==> config.mk <==
export PLATFORM = sky130hd
export DESIGN_NAME = hybrid_control_pipelined
export DESIGN_NICKNAME = d
export VERILOG_FILES = /design/src/rtl/hybrid_control_pipelined.sv
export SDC_FILE = /design/constraint.sdc
export NUM_CORES = 2
export LEC_CHECK = 0
export CORE_ASPECT_RATIO = 0.8
export CORE_UTILIZATION = 43
export CTS_CLUSTER_SIZE = 12
export DETAILED_ROUTE_END_ITERATION = 8
export GPL_TIMING_DRIVEN = 0
export MAX_ROUTING_LAYER = met4
export PLACE_DENSITY_LB_ADDON = 0.25
export SYNTH_ARGS = -nofsm -noshare
export SYNTH_HDL_FRONTEND = slang
export SYNTH_SLANG_ARGS = --single-unit
==> constraint.sdc <==
create_clock -name i_clock -period 10.3 [get_ports i_clock]
set_clock_uncertainty 0.1 [all_clocks]
set_input_delay 3.09 -clock i_clock [delete_from_list [all_inputs] [get_ports i_clock]]
set_output_delay 3.09 -clock i_clock [all_outputs]
set_load 0.01 [all_outputs]
==> src/rtl/hybrid_control_pipelined.sv <==
// Hybrid sigma controller: surface signs via a 3-stage multiply pipeline, debounce, dwell-gated FSM, per-leg dead time.
// States: P=00 sigma +1 | Z1=01 sigma 0 | N=10 sigma -1 | Z2=11 sigma 0
module hybrid_control_pipelined #(
  parameter int DW        = 14,
  parameter int CW        = 16,
  parameter int MUW       = 16,
  parameter int MU_Z1     = 86,
  parameter int MU_Z2     = 90,
  parameter int DEBOUNCE  = 2,
  parameter int MIN_DWELL = 100,
  parameter int DEAD_TIME = 8
) (
  input  logic                 i_clock,
  input  logic                 i_RESET,
  input  logic                 i_enable,
  input  logic                 i_mode,
  input  logic signed [DW-1:0] i_vC,
  input  logic signed [DW-1:0] i_iC,
  input  logic signed [CW-1:0] i_sin_a,
  input  logic signed [CW-1:0] i_cos_a,
  input  logic signed [CW-1:0] i_sin_b,
  input  logic signed [CW-1:0] i_cos_b,
  output logic [3:0]           o_MOSFET,
  output logic [1:0]           o_sigma,
  output logic [1:0]           o_state,
  output logic                 o_jump,
  output logic [7:0]           o_debug
);

  localparam int XW  = DW + MUW + 1;
  localparam int PW  = XW + CW;
  localparam int SW  = DW + MUW + CW + 2;
  localparam int DBW = $clog2(DEBOUNCE + 1);
  localparam int DWW = (MIN_DWELL < 1) ? 1 : $clog2(MIN_DWELL + 1);
  localparam int DTW = (DEAD_TIME < 1) ? 1 : $clog2(DEAD_TIME + 1);

  localparam logic signed [MUW:0]    MUZ1_S  = {1'b0, MUW'(MU_Z1)};
  localparam logic signed [MUW:0]    MUZ2_S  = {1'b0, MUW'(MU_Z2)};
  localparam logic [DBW-1:0]         DB_LIM  = DBW'(DEBOUNCE - 1);
  localparam logic [DTW-1:0]         DT_FULL = DTW'(DEAD_TIME);
  // The edge that detects a target change is itself the first off cycle.
  localparam logic [DTW-1:0]         DT_RST  = DTW'((DEAD_TIME > 0) ? DEAD_TIME - 1 : 0);
  localparam logic signed [SW-1:0]   S_ZERO  = '0;

  typedef enum logic [1:0] {ST_P = 2'b00, ST_Z1 = 2'b01, ST_N = 2'b10, ST_Z2 = 2'b11} state_t;

  logic signed [XW-1:0] x1_d, x2_d, x1_q, x2_q;
  logic signed [PW-1:0] p_d [4];
  logic signed [PW-1:0] p_q [4];
  logic signed [SW-1:0] s_d [2];
  logic signed [SW-1:0] s_q [2];
  logic [1:0]           neg_raw, db_q;
  logic [DBW-1:0]       db_cnt_q [2];

  assign x1_d   = XW'(i_vC) * XW'(MUZ1_S);
  assign x2_d   = XW'(i_iC) * XW'(MUZ2_S);
  assign p_d[0] = PW'(x1_q) * PW'(i_sin_b);
  assign p_d[1] = PW'(x2_q) * PW'(i_cos_b);
  assign p_d[2] = PW'(x1_q) * PW'(i_sin_a);
  assign p_d[3] = PW'(x2_q) * PW'(i_cos_a);
  assign s_d[0] = SW'(p_q[0]) - SW'(p_q[1]);
  assign s_d[1] = SW'(p_q[2]) - SW'(p_q[3]);

  assign neg_raw = {s_q[1] < S_ZERO, s_q[0] < S_ZERO};

  always_ff @(posedge i_clock) begin
    if (!i_RESET) begin
      x1_q <= '0;
      x2_q <= '0;
      for (int k = 0; k < 4; k++) p_q[k] <= '0;
      for (int k = 0; k < 2; k++) s_q[k] <= '0;
    end else begin
      x1_q <= x1_d;
      x2_q <= x2_d;
      for (int k = 0; k < 4; k++) p_q[k] <= p_d[k];
      for (int k = 0; k < 2; k++) s_q[k] <= s_d[k];
    end
  end

  always_ff @(posedge i_clock) begin
    if (!i_RESET) begin
      db_q <= '0;
      for (int k = 0; k < 2; k++) db_cnt_q[k] <= '0;
    end else if (i_enable) begin
      for (int k = 0; k < 2; k++) begin
        if (neg_raw[k] == db_q[k]) begin
          db_cnt_q[k] <= '0;
        end else if (db_cnt_q[k] >= DB_LIM) begin
          db_q[k]     <= neg_raw[k];
          db_cnt_q[k] <= '0;
        end else begin
          db_cnt_q[k] <= db_cnt_q[k] + 1'b1;
        end
      end
    end
  end

  state_t         state_q, state_d;
  logic           cond_ok;
  logic [DWW-1:0] dwell_q;
  logic           jump_q;
  logic [1:0]     sigma_q;

  function automatic logic [1:0] sigma_of(input state_t s);
    case (s)
      ST_P:    sigma_of = 2'b01;
      ST_N:    sigma_of = 2'b11;
      default: sigma_of = 2'b00;
    endcase
  endfunction

  always_comb begin
    cond_ok = 1'b0;
    state_d = state_q;
    unique case (state_q)
      ST_P:  if (!db_q[0])            begin cond_ok = 1'b1; state_d = i_mode ? ST_N : ST_Z1; end
      ST_Z1: if (!db_q[0] && !db_q[1]) begin cond_ok = 1'b1; state_d = ST_N; end
      ST_N:  if (db_q[0])             begin cond_ok = 1'b1; state_d = i_mode ? ST_P : ST_Z2; end
      ST_Z2: if (db_q[0] && db_q[1])  begin cond_ok = 1'b1; state_d = ST_P; end
    endcase
  end

  always_ff @(posedge i_clock) begin
    if (!i_RESET) begin
      state_q <= ST_N;
      dwell_q <= '0;
      jump_q  <= 1'b0;
      sigma_q <= 2'b11;
    end else begin
      jump_q <= 1'b0;
      if (i_enable) begin
        if (cond_ok && dwell_q == '0) begin
          state_q <= state_d;
          sigma_q <= sigma_of(state_d);
          dwell_q <= DWW'(MIN_DWELL);
          jump_q  <= 1'b1;
        end else if (dwell_q != '0) begin
          dwell_q <= dwell_q - 1'b1;
        end
      end
    end
  end

  // Leg 0 = A as {M2,M0}, leg 1 = B as {M3,M1}.
  logic [1:0]     tgt_d [2];
  logic [1:0]     tgt_q [2];
  logic [1:0]     leg_q [2];
  logic [DTW-1:0] dcnt_q [2];

  assign tgt_d[0] = (state_q == ST_N) ? 2'b10 : 2'b01;
  assign tgt_d[1] = (state_q == ST_P) ? 2'b10 : 2'b01;

  always_ff @(posedge i_clock) begin
    if (!i_RESET) begin
      tgt_q[0] <= 2'b10;
      tgt_q[1] <= 2'b01;
      for (int l = 0; l < 2; l++) begin
        leg_q[l]  <= 2'b00;
        dcnt_q[l] <= DT_FULL;
      end
    end else if (!i_enable) begin
      for (int l = 0; l < 2; l++) begin
        tgt_q[l]  <= tgt_d[l];
        leg_q[l]  <= 2'b00;
        dcnt_q[l] <= DT_FULL;
      end
    end else begin
      for (int l = 0; l < 2; l++) begin
        tgt_q[l] <= tgt_d[l];
        if (tgt_d[l] != tgt_q[l]) begin
          dcnt_q[l] <= DT_RST;
          leg_q[l]  <= (DEAD_TIME == 0) ? tgt_d[l] : 2'b00;
        end else if (dcnt_q[l] != '0) begin
          dcnt_q[l] <= dcnt_q[l] - 1'b1;
          leg_q[l]  <= 2'b00;
        end else begin
          leg_q[l]  <= tgt_d[l];
        end
      end
    end
  end

  assign o_MOSFET = {leg_q[1][1], leg_q[0][1], leg_q[1][0], leg_q[0][0]};
  assign o_sigma  = sigma_q;
  assign o_state  = state_q;
  assign o_jump   = jump_q;
  assign o_debug  = {neg_raw[1], neg_raw[0], db_q[1], db_q[0], dwell_q != '0,
                     leg_q[0] == 2'b00, leg_q[1] == 2'b00, i_mode};

endmodule
Yosys cells after proc, flatten, opt, wreduce, memory -nomap -nowiden

Memory sizes are Yosys's and may differ from the RTL's.
Index checks and enable logic that the tools add are counted.

Bits in registers: 58
Bits in writable memories: 304
Input bits: 96
Output and inout port bits: 17
Logic and storage cells: 204
Memories kept: 6

Memory list:

| name     | depth | bits a word | rd ports | clocked after memory_dff | write ports | RTL line | text |
|---|---|---|---|---|---|---|---|
| p_q      | 4     | 47          | 4        | 0                        | 4           | 49       | `logic signed [PW-1:0] p_q [4];` |
| s_q      | 2     | 48          | 2        | 0                        | 2           | 51       | `logic signed [SW-1:0] s_q [2];` |
| dcnt_q   | 2     | 4           | 2        | 0                        | 2           | 148      | `logic [DTW-1:0] dcnt_q [2];` |
| db_cnt_q | 2     | 2           | 2        | 0                        | 2           | 53       | `logic [DBW-1:0] db_cnt_q [2];` |
| leg_q    | 2     | 2           | 2        | 0                        | 2           | 147      | `logic [1:0] leg_q [2];` |
| tgt_q    | 2     | 2           | 2        | 0                        | 2           | 146      | `logic [1:0] tgt_q [2];` |

Add/sub/neg operators: 7
$mul: 6
Magnitude comparators: 4
Equality and inequality tests: 8
Mux-type cells: 112
Bitwise operators: 32
Reduce and logical (&&, ||, !) cells: 19

Operator list:

| cell                                                                                 | count |
|---|---|
| 47-bit 2-to-1 mux                                                                    | 4 |
| 22-bit by 16-bit multiplier with 38-bit output                                       | 4 |
| 48-bit by 1-bit less-than comparator with 1-bit output (second input constant)       | 2 |
| 48-bit 2-to-1 mux                                                                    | 2 |
| 47-bit by 47-bit subtractor with 48-bit output                                       | 2 |
| 1-bit 2-to-1 mux                                                                     | 69 |
| 2-bit 2-to-1 mux                                                                     | 26 |
| 14-bit by 7-bit multiplier with 21-bit output (second input constant)                | 2 |
| 1-bit bitwise OR                                                                     | 30 |
| 4-bit 2-to-1 mux                                                                     | 6 |
| 7-bit 2-to-1 mux                                                                     | 2 |
| 2-bit logical NOT                                                                    | 4 |
| 2-bit one-hot mux with 4 select lines                                                | 1 |
| 4-bit nonzero test                                                                   | 2 |
| 4-bit by 1-bit subtractor with 4-bit output (second input constant)                  | 2 |
| 7-bit logical NOT                                                                    | 1 |
| 7-bit nonzero test                                                                   | 1 |
| 7-bit by 1-bit subtractor with 7-bit output (second input constant)                  | 1 |
| 2-bit == test (second input constant)                                                | 3 |
| 2-bit AND reduction                                                                  | 3 |
| 3-bit AND reduction                                                                  | 2 |
| 2-bit by 1-bit adder with 2-bit output (second input constant)                       | 2 |
| 2-bit by 1-bit greater-or-equal comparator with 1-bit output (second input constant) | 2 |
| 2-bit != test                                                                        | 2 |
| other kinds (8)                                                                      | 13 |

Logic depth before layout (Yosys ltp)

Depth after elaboration: 10
Gate-level depth with buffers: 26
Gate-level depth less buffers: 25

Worst setup path after synthesis

No wires, ideal clock.

Path type: input -> register
Start: input i_sin_a[1]
End: memory p_q[2][45] in the netlist's numbering
Setup time: 0.128 ns
Arrival time: 8.763 ns
Data required time: 10.072 ns
Path slack: 1.309 ns
Cell stages on the path: 24
Buffers on the path: 1
Cell sequence: clkbuf_1 -> nand2_1 -> fa_1 -> inv_1 -> fa_1 -> inv_1 -> fa_1 -> inv_1 -> fa_1 -> inv_1 -> fa_1 -> inv_1 -> fa_1 -> ha_1 -> and3_1 -> a221oi_1 -> o22ai_1 -> a21o_1 -> o21ai_1 -> o2111ai_1 -> a221o_1 -> a21oi_1 -> xnor2_1 -> nor2_1

RTL lines:

| what               | RTL line | text |
|---|---|---|
| start: declaration | 19       | `input logic signed [CW-1:0] i_sin_a,` |
| end: declaration   | 49       |  |

==> impl_metrics.json <==
{
  "synth_top_family_by_area": "adder cells",
  "syn_inst": 6851,
  "drv_slew": 0,
  "grt_overflow": 0,
  "crit_type": "in -> reg",
  "cts_buffers": 24,
  "period_share": 0.9833,
  "violations": "design-rule violations",
  "first_pass_iters": 9,
  "cp.arrival_ps": 10440,
  "reg2reg_depth": 24,
  "drc": 30,
  "min_period_ps": 10130,
  "synth_fa_ha_area_frac": 0.5622,
  "grt_first_pass_wirelength_um": 288400,
  "cp-end-kind": "register",
  "initial_core_util": 0.4338,
  "synth_common_cells": "inv_1 (1,754), fa_1 (1,380), nand2_1 (841)",
  "worst_slew_pin_slew_ps": 1437,
  "synth-simple-area-share": 0.1539,
  "synth_xor_area_frac": 0.02710,
  "gr-usage-all-layers": 0.2731,
  "drt_iter0_drc": 3469,
  "synth_top_area_frac": 0.4522,
  "synth-main-ff-cell": "dfxtp_1",
  "wl_per_cell_um": 20.81,
  "htree_levels": 1,
  "clkTransAtPathRegs_ps": 60,
  "place.gp.congestion": 1.038,
  "timing.hold.ws_ps": 364.1,
  "crit_fanout": 10,
  "status": "complete, but fails checks",
  "utilization": 0.4644,
  "routed_wl_um": 185100,
  "die_h_um": 339.1,
  "synth-compound-area-share": 0.05253,
  "layout.cells.non_filler": 8892,
  "synth_seq_cells": 226,
  "synth-edff-count": 20,
  "ant_nets": 0,
  "pin_count": 113,
  "hold_viol": 0,
  "first_global_vias": 48950,
  "yosysMostFrequentCell": "inv_1",
  "cp-start-kind": "input pin",
  "synth.largest_area_cell": "fa_1",
  "critPathRequiredTime_ps": 10610,
  "setup_viol": 0,
  "ys_async_sr_fraction": 0,
  "hp-class": "reg -> reg",
  "nets": 9009,
  "num_vias": 45740,
  "cpMostUsedCell": "fa_1",
  "dp_cells": 8845,
  "clkLatencyLatePin_ps": 560,
  "coreArea_mm2": 0.1408,
  "max_stage_delay_ps": 640,
  "synth_area_leaders": "fa_1 (45%), ha_1 (11%), inv_1 (11%)",
  "synthDistinctLibCells": 83,
  "area_growth_pct": 7.054,
  "die_area_mm2": 0.1436,
  "fmax_mhz": 98.74,
  "whs_path_depth": 2,
  "via_per_inst": 5.144,
  "tns_ps": 0,
  "antenna_found_initial": 18,
  "grt_max_degree": 14,
  "cts.path.max_buffers": 3,
  "avgSynthCellArea_um2": 8.917,
  "maxCapViolCount": 0,
  "num_rows": 123,
  "relSlewSlack": 0.04167,
  "die_x_um": 423.4,
  "cts_sinks": 226,
  "cpMaxStageDelayCell": "clkdlybuf4s50_1",
  "ctsRootBufferMaster": "clkbuf_16",
  "syn_area_mm2": 0.06109,
  "drive_gt1_frac": 0.01099,
  "portBuffers": 112,
  "ys_seq_area_frac": 0.07733,
  "yosysWarnings": 0,
  "postCtsHoldBufs": 0,
  "synth.area.mux_share": 0.001004,
  "cts_tree": "built",
  "rsz0062_at_grt": "false",
  "dp_hpwl_um": 157300
}
==> layout by cell type, fill, tap and decap left out, types with 7 or more instances in the layout <==
| cell | count |
|---|---|
| inv_1 | 1754 |
| fa_1 | 1380 |
| nand2_1 | 841 |
| and2_1 | 550 |
| ha_1 | 537 |
| nor2_1 | 312 |
| clkbuf_1 | 273 |
| dfxtp_1 | 206 |
| a21oi_1 | 139 |
| xnor2_1 | 112 |
| clkdlybuf4s50_1 | 110 |
| o21ai_0 | 103 |
| xor2_1 | 77 |
| a21o_1 | 62 |
| nor3_1 | 56 |
| nand2b_1 | 50 |
| nand3_1 | 40 |
| nor2b_1 | 30 |
| o21a_1 | 28 |
| clkbuf_16 | 25 |
| a211oi_1 | 23 |
| and3_1 | 21 |
| edfxtp_1 | 20 |
| nand4_1 | 19 |
| o211ai_1 | 19 |
| a31oi_1 | 17 |
| or3_1 | 15 |
| o21bai_1 | 15 |
| diode_2 | 10 |
| nor3b_1 | 10 |
| clkbuf_2 | 8 |
| a2111oi_0 | 8 |
| conb_1 | 8 |
| o21ai_1 | 7 |
| nor4_1 | 7 |
==> per-layer routing <==
layer | routed length (µm) | share of wire | GRT usage
met2 | 82540 | 0.45 | 0.4128
met3 | 17540 | 0.095 | 0.05511
met4 | 4922 | 0.027 | 0.06498
met5 | 0 | 0 | -
met1 | 80070 | 0.43 | 0.3765
==> flip-flops by register name, indices dropped and copies added (netlist names) <==
register,flops
o_state,2
tgt_q,4
dwell_q,7
x1_q,21
dcnt_q,8
p_q,148
x2_q,21
s_q,2
o_jump,1
leg_q,4
db_q,2
o_sigma,2
db_cnt_q,4
==> path summary, 6_finish.rpt <==
check	startpoint	slack, ps	endpoint
setup / recovery	i_sin_a[3]	170	p_q[2][45]
hold / removal	dwell_q[6]	360	dwell_q[6]
setup reg to reg	x1_q[12]	2190	p_q[2][45]
hold reg to reg	dwell_q[6]	360	dwell_q[6]
==> kinds of logic (layout without fill, tap and decap cells) <==
logic type	Yosys count	after routing
AOI/OAI and AO/OA	493	493
xor gates and xnor gates	189	189
adders and majority gates	1917	1917
buffers and inverters	2044	2193
DFF	226	226
muxes	6	6
other	1	18
and+or+nand+nor	1975	1975
==> worst max-delay path: cells and delay by family <==
family | cells | cell delay (ps)
AND/OR/NAND/NOR | 2 | 210
XOR/XNOR | 1 | 200
AO/OA/AOI/OAI | 8 | 1970
buffers and inverters | 7 | 1440
adder cells (fa/ha/maj) | 7 | 3500
==> stage by stage <==
stage	setup WS, ps	area [µm²]
after floorplan	1309	61120
after global placement	-784.1	64590
final	172.5	65400
after CTS	40.40	65350
after global routing	13.88	65380
after detailed placement	-896.1	64590
==> final cells by class <==
class / instances / area (µm²)
clock buffers: 32 / 671.9
repair buffers: 114 / 1141
fillers: 13760 / 75410
diodes: 10 / 25.02
flip-flops and latches: 226 / 4725
inverters: 1757 / 6604
clock inverters: 5 / 80.08
well taps: 1875 / 2346
plain buffers: 285 / 1097
multi-input cells: 4588 / 48710
==> what timing repair did <==
action                                  CTS  global route
gates resized for setup                   3            22
endpoints found under the setup margin    3            17
hold endpoints to repair                  0             0
buffers inserted                          0             2
Power is not shown: default switching activity piles up to over one toggle a cycle in this logic, so the estimate is an artifact.
